===== config.mk =====
export PLATFORM = sky130hd
export DESIGN_NAME = openram_march_sequencer
export DESIGN_NICKNAME = d
export VERILOG_FILES = /design/src/rtl/openram_march_sequencer.sv
export SDC_FILE = /design/constraint.sdc
export NUM_CORES = 1
export LEC_CHECK = 0
export CAP_MARGIN = 20
export CORE_AREA = 3 3 135 137
export CTS_CLUSTER_DIAMETER = 200
export DETAILED_ROUTE_END_ITERATION = 7
export DIE_AREA = 0 0 138 140
export GPL_TIMING_DRIVEN = 1
export PLACE_DENSITY = 0.73
export SETUP_SLACK_MARGIN = 0.5
export SYNTH_ARGS = -nofsm -noshare
export SYNTH_HDL_FRONTEND = slang
export SYNTH_SLANG_ARGS = --single-unit

===== constraint.sdc =====
create_clock -name wb_clock -period 2.5 [get_ports wb_clock]
set_input_delay 0.25 -clock wb_clock [delete_from_list [all_inputs] [get_ports wb_clock]]
set_output_delay 0.25 -clock wb_clock [all_outputs]
set_load 0.05 [all_outputs]

===== src/rtl/openram_march_sequencer.sv =====
// openram_march_sequencer
// Self-contained March C- initiator for the OpenRAM test chip. It walks one
// 32-bit SRAM through W0 up, R0W1 up, R1W0 down and R0 down, emitting one
// 86-bit LA packet per operation slot. It checks the returned read data and
// records the pass/fail result, the miscompare count and the first failure.
//
// Ports
//   wb_clock          single clock for all logic
//   reset             synchronous, active-high
//   start             one-cycle run request, honoured only when idle
//   abort             stop a run and return to idle (wins over start)
//   last_addr         highest address tested, sampled with start
//   pattern           background data, sampled with start
//   sram_data         read data from the test chip, bits [31:0] compared
//   la_packet         packet presented to the test chip
//   busy              run in progress
//   done              run completed, held until next accepted start/reset
//   pass              done with zero miscompares
//   fail_count        saturating miscompare count
//   first_fail_addr   address of the first miscompare
//   first_fail_data   read data captured at the first miscompare
module openram_march_sequencer #(
  parameter int unsigned SRAM_ID      = 0,
  parameter int unsigned ADDR_WIDTH   = 10,
  parameter int unsigned READ_LATENCY = 2
) (
  input  logic                  wb_clock,
  input  logic                  reset,
  input  logic                  start,
  input  logic                  abort,
  input  logic [ADDR_WIDTH-1:0] last_addr,
  input  logic [31:0]           pattern,
  input  logic [63:0]           sram_data,
  output logic [85:0]           la_packet,
  output logic                  busy,
  output logic                  done,
  output logic                  pass,
  output logic [15:0]           fail_count,
  output logic [ADDR_WIDTH-1:0] first_fail_addr,
  output logic [31:0]           first_fail_data
);

  localparam int unsigned SLOT = READ_LATENCY + 1;
  localparam int unsigned SW   = (SLOT > 1) ? $clog2(SLOT) : 1;
  localparam logic [SW-1:0] SLOT_LAST = SW'(SLOT - 1);

  typedef enum logic [2:0] {
    ST_IDLE,
    ST_W0_UP,
    ST_R0W1_UP,
    ST_R1W0_DN,
    ST_R0_DN
  } state_e;

  state_e                state_q, state_d;
  logic [ADDR_WIDTH-1:0] addr_q, addr_d;
  logic                  wr_phase_q, wr_phase_d;  // second half of a read-write pair
  logic [SW-1:0]         slot_q, slot_d;
  logic [ADDR_WIDTH-1:0] last_q, last_d;
  logic [31:0]           pat_q, pat_d;
  logic [15:0]           fail_count_q, fail_count_d;
  logic [ADDR_WIDTH-1:0] ffa_q, ffa_d;
  logic [31:0]           ffd_q, ffd_d;
  logic                  done_q, done_d;

  // Operation decode for the current slot, shared by packet and checker.
  logic        op_read;
  logic [31:0] exp_data;
  logic [31:0] wr_data;
  logic        slot_end;

  // Only the low word carries data from a 32-bit macro.
  logic unused_sram_hi;
  assign unused_sram_hi = ^sram_data[63:32];

  // State register.
  // NOTE: the reset here is synchronous, so it lives inside the clocked
  // branch rather than in the sensitivity list.
  always_ff @(posedge wb_clock) begin
    if (reset) begin
      state_q      <= ST_IDLE;
      addr_q       <= '0;
      wr_phase_q   <= 1'b0;
      slot_q       <= '0;
      last_q       <= '0;
      pat_q        <= '0;
      fail_count_q <= '0;
      ffa_q        <= '0;
      ffd_q        <= '0;
      done_q       <= 1'b0;
    end else begin
      // NOTE: non-blocking assignments so every register samples the
      // pre-edge value of the others, independent of statement order.
      state_q      <= state_d;
      addr_q       <= addr_d;
      wr_phase_q   <= wr_phase_d;
      slot_q       <= slot_d;
      last_q       <= last_d;
      pat_q        <= pat_d;
      fail_count_q <= fail_count_d;
      ffa_q        <= ffa_d;
      ffd_q        <= ffd_d;
      done_q       <= done_d;
    end
  end

  // Next-state logic.
  always_comb begin
    // NOTE: every target gets a hold default first so no path infers a latch.
    state_d      = state_q;
    addr_d       = addr_q;
    wr_phase_d   = wr_phase_q;
    slot_d       = slot_q;
    last_d       = last_q;
    pat_d        = pat_q;
    fail_count_d = fail_count_q;
    ffa_d        = ffa_q;
    ffd_d        = ffd_q;
    done_d       = done_q;

    if (state_q == ST_IDLE) begin
      if (start && !abort) begin
        state_d      = ST_W0_UP;
        addr_d       = '0;
        wr_phase_d   = 1'b0;
        slot_d       = '0;
        last_d       = last_addr;
        pat_d        = pattern;
        fail_count_d = '0;
        ffa_d        = '0;
        ffd_d        = '0;
        done_d       = 1'b0;
      end
    end else if (abort) begin
      state_d = ST_IDLE;
    end else begin
      slot_d = slot_end ? '0 : slot_q + 1'b1;
      if (slot_end) begin
        // Read data is valid in the final cycle of the slot.
        if (op_read && (sram_data[31:0] != exp_data)) begin
          if (fail_count_q != 16'hFFFF) fail_count_d = fail_count_q + 16'd1;
          if (fail_count_q == 16'd0) begin
            ffa_d = addr_q;
            ffd_d = sram_data[31:0];
          end
        end
        // Bounds are checked against the latched limit so the counter
        // never wraps, even for last_addr of all ones.
        unique case (state_q)
          ST_W0_UP: begin
            if (addr_q == last_q) begin
              state_d = ST_R0W1_UP;
              addr_d  = '0;
            end else begin
              addr_d = addr_q + 1'b1;
            end
          end
          ST_R0W1_UP: begin
            wr_phase_d = !wr_phase_q;
            if (wr_phase_q) begin
              if (addr_q == last_q) begin
                state_d = ST_R1W0_DN;
                addr_d  = last_q;
              end else begin
                addr_d = addr_q + 1'b1;
              end
            end
          end
          ST_R1W0_DN: begin
            wr_phase_d = !wr_phase_q;
            if (wr_phase_q) begin
              if (addr_q == '0) begin
                state_d = ST_R0_DN;
                addr_d  = last_q;
              end else begin
                addr_d = addr_q - 1'b1;
              end
            end
          end
          ST_R0_DN: begin
            if (addr_q == '0) begin
              state_d = ST_IDLE;
              done_d  = 1'b1;
            end else begin
              addr_d = addr_q - 1'b1;
            end
          end
          default: state_d = ST_IDLE;
        endcase
      end
    end
  end

  // Output logic: packet is a pure function of registered state, so it is
  // stable for the whole slot.
  always_comb begin
    logic [9:0] addr_field;
    addr_field = 10'(addr_q);
    slot_end   = (slot_q == SLOT_LAST);
    op_read    = ((state_q == ST_R0W1_UP || state_q == ST_R1W0_DN) && !wr_phase_q)
                 || (state_q == ST_R0_DN);
    exp_data   = (state_q == ST_R1W0_DN) ? ~pat_q : pat_q;
    wr_data    = (state_q == ST_R0W1_UP) ? ~pat_q : pat_q;

    // Idle packet: both ports deselected.
    la_packet = {3'(SRAM_ID), 1'b1, 1'b1, 4'h0, 10'h0, 32'h0, 1'b1, 10'h0, 24'h0};
    if (state_q != ST_IDLE) begin
      if (op_read)
        la_packet = {3'(SRAM_ID), 1'b0, 1'b1, 4'h0, addr_field, 32'h0, 1'b1, 10'h0, 24'h0};
      else
        la_packet = {3'(SRAM_ID), 1'b0, 1'b0, 4'hF, addr_field, wr_data, 1'b1, 10'h0, 24'h0};
    end

    busy            = (state_q != ST_IDLE);
    done            = done_q;
    pass            = done_q && (fail_count_q == 16'd0);
    fail_count      = fail_count_q;
    first_fail_addr = ffa_q;
    first_fail_data = ffd_q;
  end

endmodule


# == Word-level counts from Yosys, hierarchy flattened ==
# Index checks and enable logic that the tools add are counted.
# word_totals
mem_count,0
output_inout_bits,147
mem_bits_ro,0
in_bits,110
regBits,117
wordCells,121
latchBits,0
mem_bits_rw,0
# classes
shift,0
bitwise_logic,1
n_eq_ne,19
magnitude_cmp,0
reduce_logical,30
div,0
multipliers,0
muxes,57
addsub,4
# op_table
cell,count
32-bit 2-to-1 mux,8
10-bit 2-to-1 mux,15
16-bit 2-to-1 mux,6
83-bit 2-to-1 mux,1
82-bit 2-to-1 mux,1
10-bit case mux with 4 select lines,1
32-bit != test,1
32-bit NOT,1
3-bit 2-to-1 mux,10
"4-bit != test, second input constant",6
"16-bit by 1-bit adder with 16-bit output, second input constant",1
16-bit zero test,1
"16-bit != test, second input constant",1
5-bit AND reduction,3
2-bit nonzero test,7
3-bit case mux with 4 select lines,1
"10-bit by 1-bit adder with 10-bit output, second input constant",1
10-bit equality test,1
10-bit zero test,1
1-bit 2-to-1 mux,10
"10-bit by 1-bit subtractor with 10-bit output, second input constant",1
"3-bit != test, second input constant",3
2-bit 2-to-1 mux,4
8-bit AND reduction,1
other kinds (16),25

# == Logic depth before layout (Yosys ltp) ==
# depth
word_depth,9
mapped_depth,12
depth_no_buf,9

# == Worst setup path after synthesis ==
# Ideal clock, no wire load.
# synth_timing
path_type,register to output
start,register state_q[1]
end,output la_packet[58]
required_time_ns,2.250
n_path_buf,1
path_slack_ns,-0.895
path_stages_with_launch,6
t_arrival_ns,3.145
path_cell_list,dfxtp_1 > nor2b_1 > a21oi_1 > clkinv_1 > clkbuf_1 > nor2_1
# synth_between
elab_chain_len,6
word_cells_on_any_way,10
classes_between,3 x eq/ne; 3 x mux; 4 x reduce/logical
# synth_rtl
element,line,text
from (decl),55,"state_e state_q, state_d;"
from (signal assigned),94,state_q <= state_d;
3-bit by 2-bit equality test with 1-bit output (on tied branches),"200, 203",
1-bit logical OR,200,op_read = ((state_q == ST_R0W1_UP || state_q == ST_R1W0_DN) && !wr_phase_q)
1-bit logical AND,200,
1-bit logical OR,201,|| (state_q == ST_R0_DN);
82-bit 2-to-1 mux,208,if (op_read)
83-bit 2-to-1 mux *,207,if (state_q != ST_IDLE) begin
to (decl),34,"output logic [85:0] la_packet,"
# Every way passes the cells marked *; elsewhere a longest branch is shown, timed or not.

# == Worst setup path in the final report ==
# layout_timing
start,register pat_q[8]
end,register ffd_q[21] (netlist: first_fail_data[21])
# layout_between
elab_chain_len,6
# layout_rtl
element,line,text
from (decl),60,"logic [31:0] pat_q, pat_d;"
from (signal assigned),99,pat_q <= pat_d;
32-bit NOT,202,exp_data = (state_q == ST_R1W0_DN) ? ~pat_q : pat_q;
32-bit 2-to-1 mux *,202,
32-bit != test *,140,if (op_read && (sram_data[31:0] != exp_data)) begin
1-bit logical AND *,140,
2-bit nonzero test (no source line) *,-,
5-bit AND reduction (no source line) *,-,
to (signal assigned),89,ffd_q <= '0;
to (signal assigned),102,ffd_q <= ffd_d;
to (decl),63,"logic [31:0] ffd_q, ffd_d;"
# Marks and branches as above.
# A chain may end at the register's enable or synchronous reset.

==> metrics.txt <==
worst slew margin relative to its limit=0.540; portion of netlist area occupied by mux cells=0.00573; DIE HEIGHT=140 um; final standard cell area without fillers=0.0136 mm2; power density over the cells=494 mW/mm2; final setup violating endpoints=58; critical path required time=2.83 ns; Worst Setup Path Type=reg -> reg; via count of the first global-routing pass=8683; leakage dissipation=0.00525 uW; count of antenna-violating nets left after detailed routing=0; Clock Pin Slew Worst Setup and Hold Paths=0.05 ns; number of filler instances in the final layout=930; total global routing overflow=0; main combinational cell family by area after synthesis=simple AND/OR/NAND/NOR gates; final slew viol count=0; overall routed net length=41500 um; number of maximum-capacitance constraint violations=0; violations in the final reports=negative setup slack; Hold Path Cell Cnt=2; area delta synth->final=94.5%; Worst path max stage delay=0.45 ns; Netlist cell types=71; number of standard cells after synthesis=910; Worst path top cell family by delay=compound AO/OA/AOI/OAI gates; crit path buf inv count=1; Site Rows=48; Initial Util=0.407; register bit count reported by yosys=117; placement-stage worst setup slack=-0.180 ns; biggest area consumer among synthesized cells=sky130_fd_sc_hd__dfxtp_1; TritonCTS clock tree=yes; area share of and/or/nand/nor cells after synthesis=0.232; worst endpoint data arrival time=3.07 ns; RSZ-0062 raised after global routing=yes; Final Hold Slack=0.226 ns; post-detailed-route DRC marker count=0; area of placed instances=0.00989 mm2; number of hold-repair buffers added at the cts stage=0; number of iterations in the first detailed-routing pass=7; commonest register cell after synthesis=sky130_fd_sc_hd__dfxtp_1; core area=0.0172 mm2; largest vdd supply drop=0.466 mV; final hold violation count=0; average wire length per cell after detail routing=28.2 um; die width=138 um; leading cell types by count after synthesis=sky130_fd_sc_hd__dfxtp_1, sky130_fd_sc_hd__nand2_1, sky130_fd_sc_hd__a21oi_1, sky130_fd_sc_hd__nor2_1, sky130_fd_sc_hd__o21ai_0; Vias per Instance=6.46; warning count from the yosys run=0; maximum number of pins on one net before global-route repair=43; final weighted congestion of routability-driven global placement=0.937; synth top area cells=sky130_fd_sc_hd__dfxtp_1, sky130_fd_sc_hd__a21oi_1, sky130_fd_sc_hd__nand2_1; antenna violations before repair=1; fraction of layout instances using a drive strength above 1=0.456; result of the run=complete, but fails checks; worst reg2reg path depth=8; post-synthesis sequential area ratio=0.335; Period minus WS final=2.74 ns; vias post-DR=9493; R2R Path Start=pat_q[8]; wire length of the first global-routing pass=50700 um; half-perimeter wire length of the detailed placement result=18000 um; asr flop ratio synth=0; worst path cell trace=xnor2_1, nand4_1, mux2i_2, o2111a_2, and3_4, buf_12, o21ai_1, a21oi_1; post-synthesis cell area=0.00699 mm2; final layout net count=1344; slowest cell on the critical path=sky130_fd_sc_hd__xnor2_1; library cell with the highest instance count after synthesis=sky130_fd_sc_hd__dfxtp_1; number of sinks driven by the clock tree=117; sort of element at the start of the critical path=flop; Max Clock Skew=0.0163 ns; count of H-tree levels built during CTS=4; minimum setup slack in the final design=-0.238 ns; achievable clock frequency=365 MHz; largest fanout on the critical path=13; worst flop-to-flop path endpoint=first_fail_data[21]; class of the most critical hold timing path=in -> reg; per-instance average area after synthesis=7.68 um2; Post-synth EDFFs=0; CTS buffer count=17; startpoint of the lowest-slack hold path=reset; number of DRC markers after the initial detailed-route iteration=1389; overall power after layout=6720 uW; maximum clock insertion buffer count=2; overall fraction of global-route tracks in use=0.336; post-route fraction of the period consumed by the critical path=1.10; Post-Synth Adder-Cell Area=0.00716; portion of synthesized cell area occupied by the leading cell type=0.335; kind of end point of the critical path=flop; clock insertion delay at the later pin of the skew report=0.43 ns; IO Pins=257; die outline area=0.0193 mm2; count of buffers inserted at the top-level ports=186; Root Buffer=sky130_fd_sc_hd__clkbuf_16; flop2flop setup slack=-0.24 ns; area share of xor/xnor cells in the synthesized design=0.0964; Worst Tran Pin Value=0.683 ns; endpoint of the worst hold-timing path=last_q[5]; cell depth of the worst setup path=8; synthesized-area fraction occupied by ao, oa, aoi and oai cells=0.225
[cells by family (layout without fill, tap and decap cells)]
kind of cell             count (synthesis)  after routing
AND/OR/NAND/NOR                        327            335
AO/OA/AOI/OAI                          252            253
buffers and inverters                  127            415
flip-flops                             117            117
XOR/XNOR                                77             77
adder cells (fa/ha/maj)                  4              4
multiplexers                             4              4
other                                    2             40
[layout by cell type (no fill, tap or decap), drive strengths merged, types with 4 or more instances in the layout]
master and instances:
nand4b 4, a21oi 100, nand2b 5, nor2 63
and3 7, xor2 28, and4 5, clkbuf 28
dfxtp 117, a41o 10, and2 18, nor4 11
mux2i 4, inv 12, a31oi 9, o211a 10
ha 4, a221o 5, nand4 41, o31ai 7
a21o 4, buf 228, a22oi 10, nand3 26
nor3 18, bufinv 5, a221oi 5, o22ai 5
dlygate4sd2 5, conb 38, clkinv 4, xnor2 49
clkdlybuf4s50 127, nand2 117, o21ai 63, nor2b 5
[per-layer routing]
layer / up-vias / GRT usage / wire length [um]
li1: 3844 / - / -
met4: 0 / 0.202 / 3950
met5: - / 0 / 0
met1: 4443 / 0.408 / 13900
met2: 906 / 0.550 / 18300
met3: 300 / 0.0693 / 5350
[stage by stage]
step / util / setup TNS, ns / std cells
5_1_grt: 0.792 / -21.46 / 1469
4_1_cts: 0.719 / 0 / 1429
6_report: 0.792 / -8.34 / 1470
2_1_floorplan: - / 0 / 946
3_3_place_gp: 0.576 / -6.17 / 1311
3_5_place_dp: 0.576 / -7.16 / 1311
[final cells by class]
class	count	area [um2]	share of cell area
well taps	225	282	0.0207
flip-flops and latches	117	2420	0.178
clock inverters	8	169	0.0124
inverters	13	61.3	0.00451
repair buffers	370	4370	0.321
multi-input cells	711	5800	0.426
diodes	2	5.00	0.000368
clock buffers	24	492	0.0362
[flip-flops by register name, summed over array words and instances (netlist names)]
name and flops:
last_q 10, state_q 3, wr_phase_q 1, addr_q 10, pat_q 32, first_fail_addr 10
first_fail_data 32, done 1, fail_count 16, slot_q 2
[repair_timing]
item,in CTS,in global routing
setup endpoints to repair,160,165
pin swaps,90,92
gates cloned,24,4
setup buffers,62,35
gates resized for setup,208,215
[worst max path at each step]
stage | start | end | slack (ns)
floorplan | addr_q[1] | last_q[0] | 0.17
global placement | sram_data[16] | first_fail_addr[1] | -0.15
detailed placement | sram_data[15] | first_fail_addr[9] | -0.18
CTS | addr_q[0] | pat_q[29] | 0.19
global route | pat_q[8] | first_fail_data[6] | -0.48
finish | pat_q[8] | first_fail_data[21] | -0.24
[power breakdown]
group / switching (uW) / total [uW] / internal [uW]
logic: 1090 / 1870 / 777
clock network: 954 / 2830 / 1880
registers: 110 / 2020 / 1910
total: 2160 / 6720 / 4560
(Power assumes the default switching activity.)
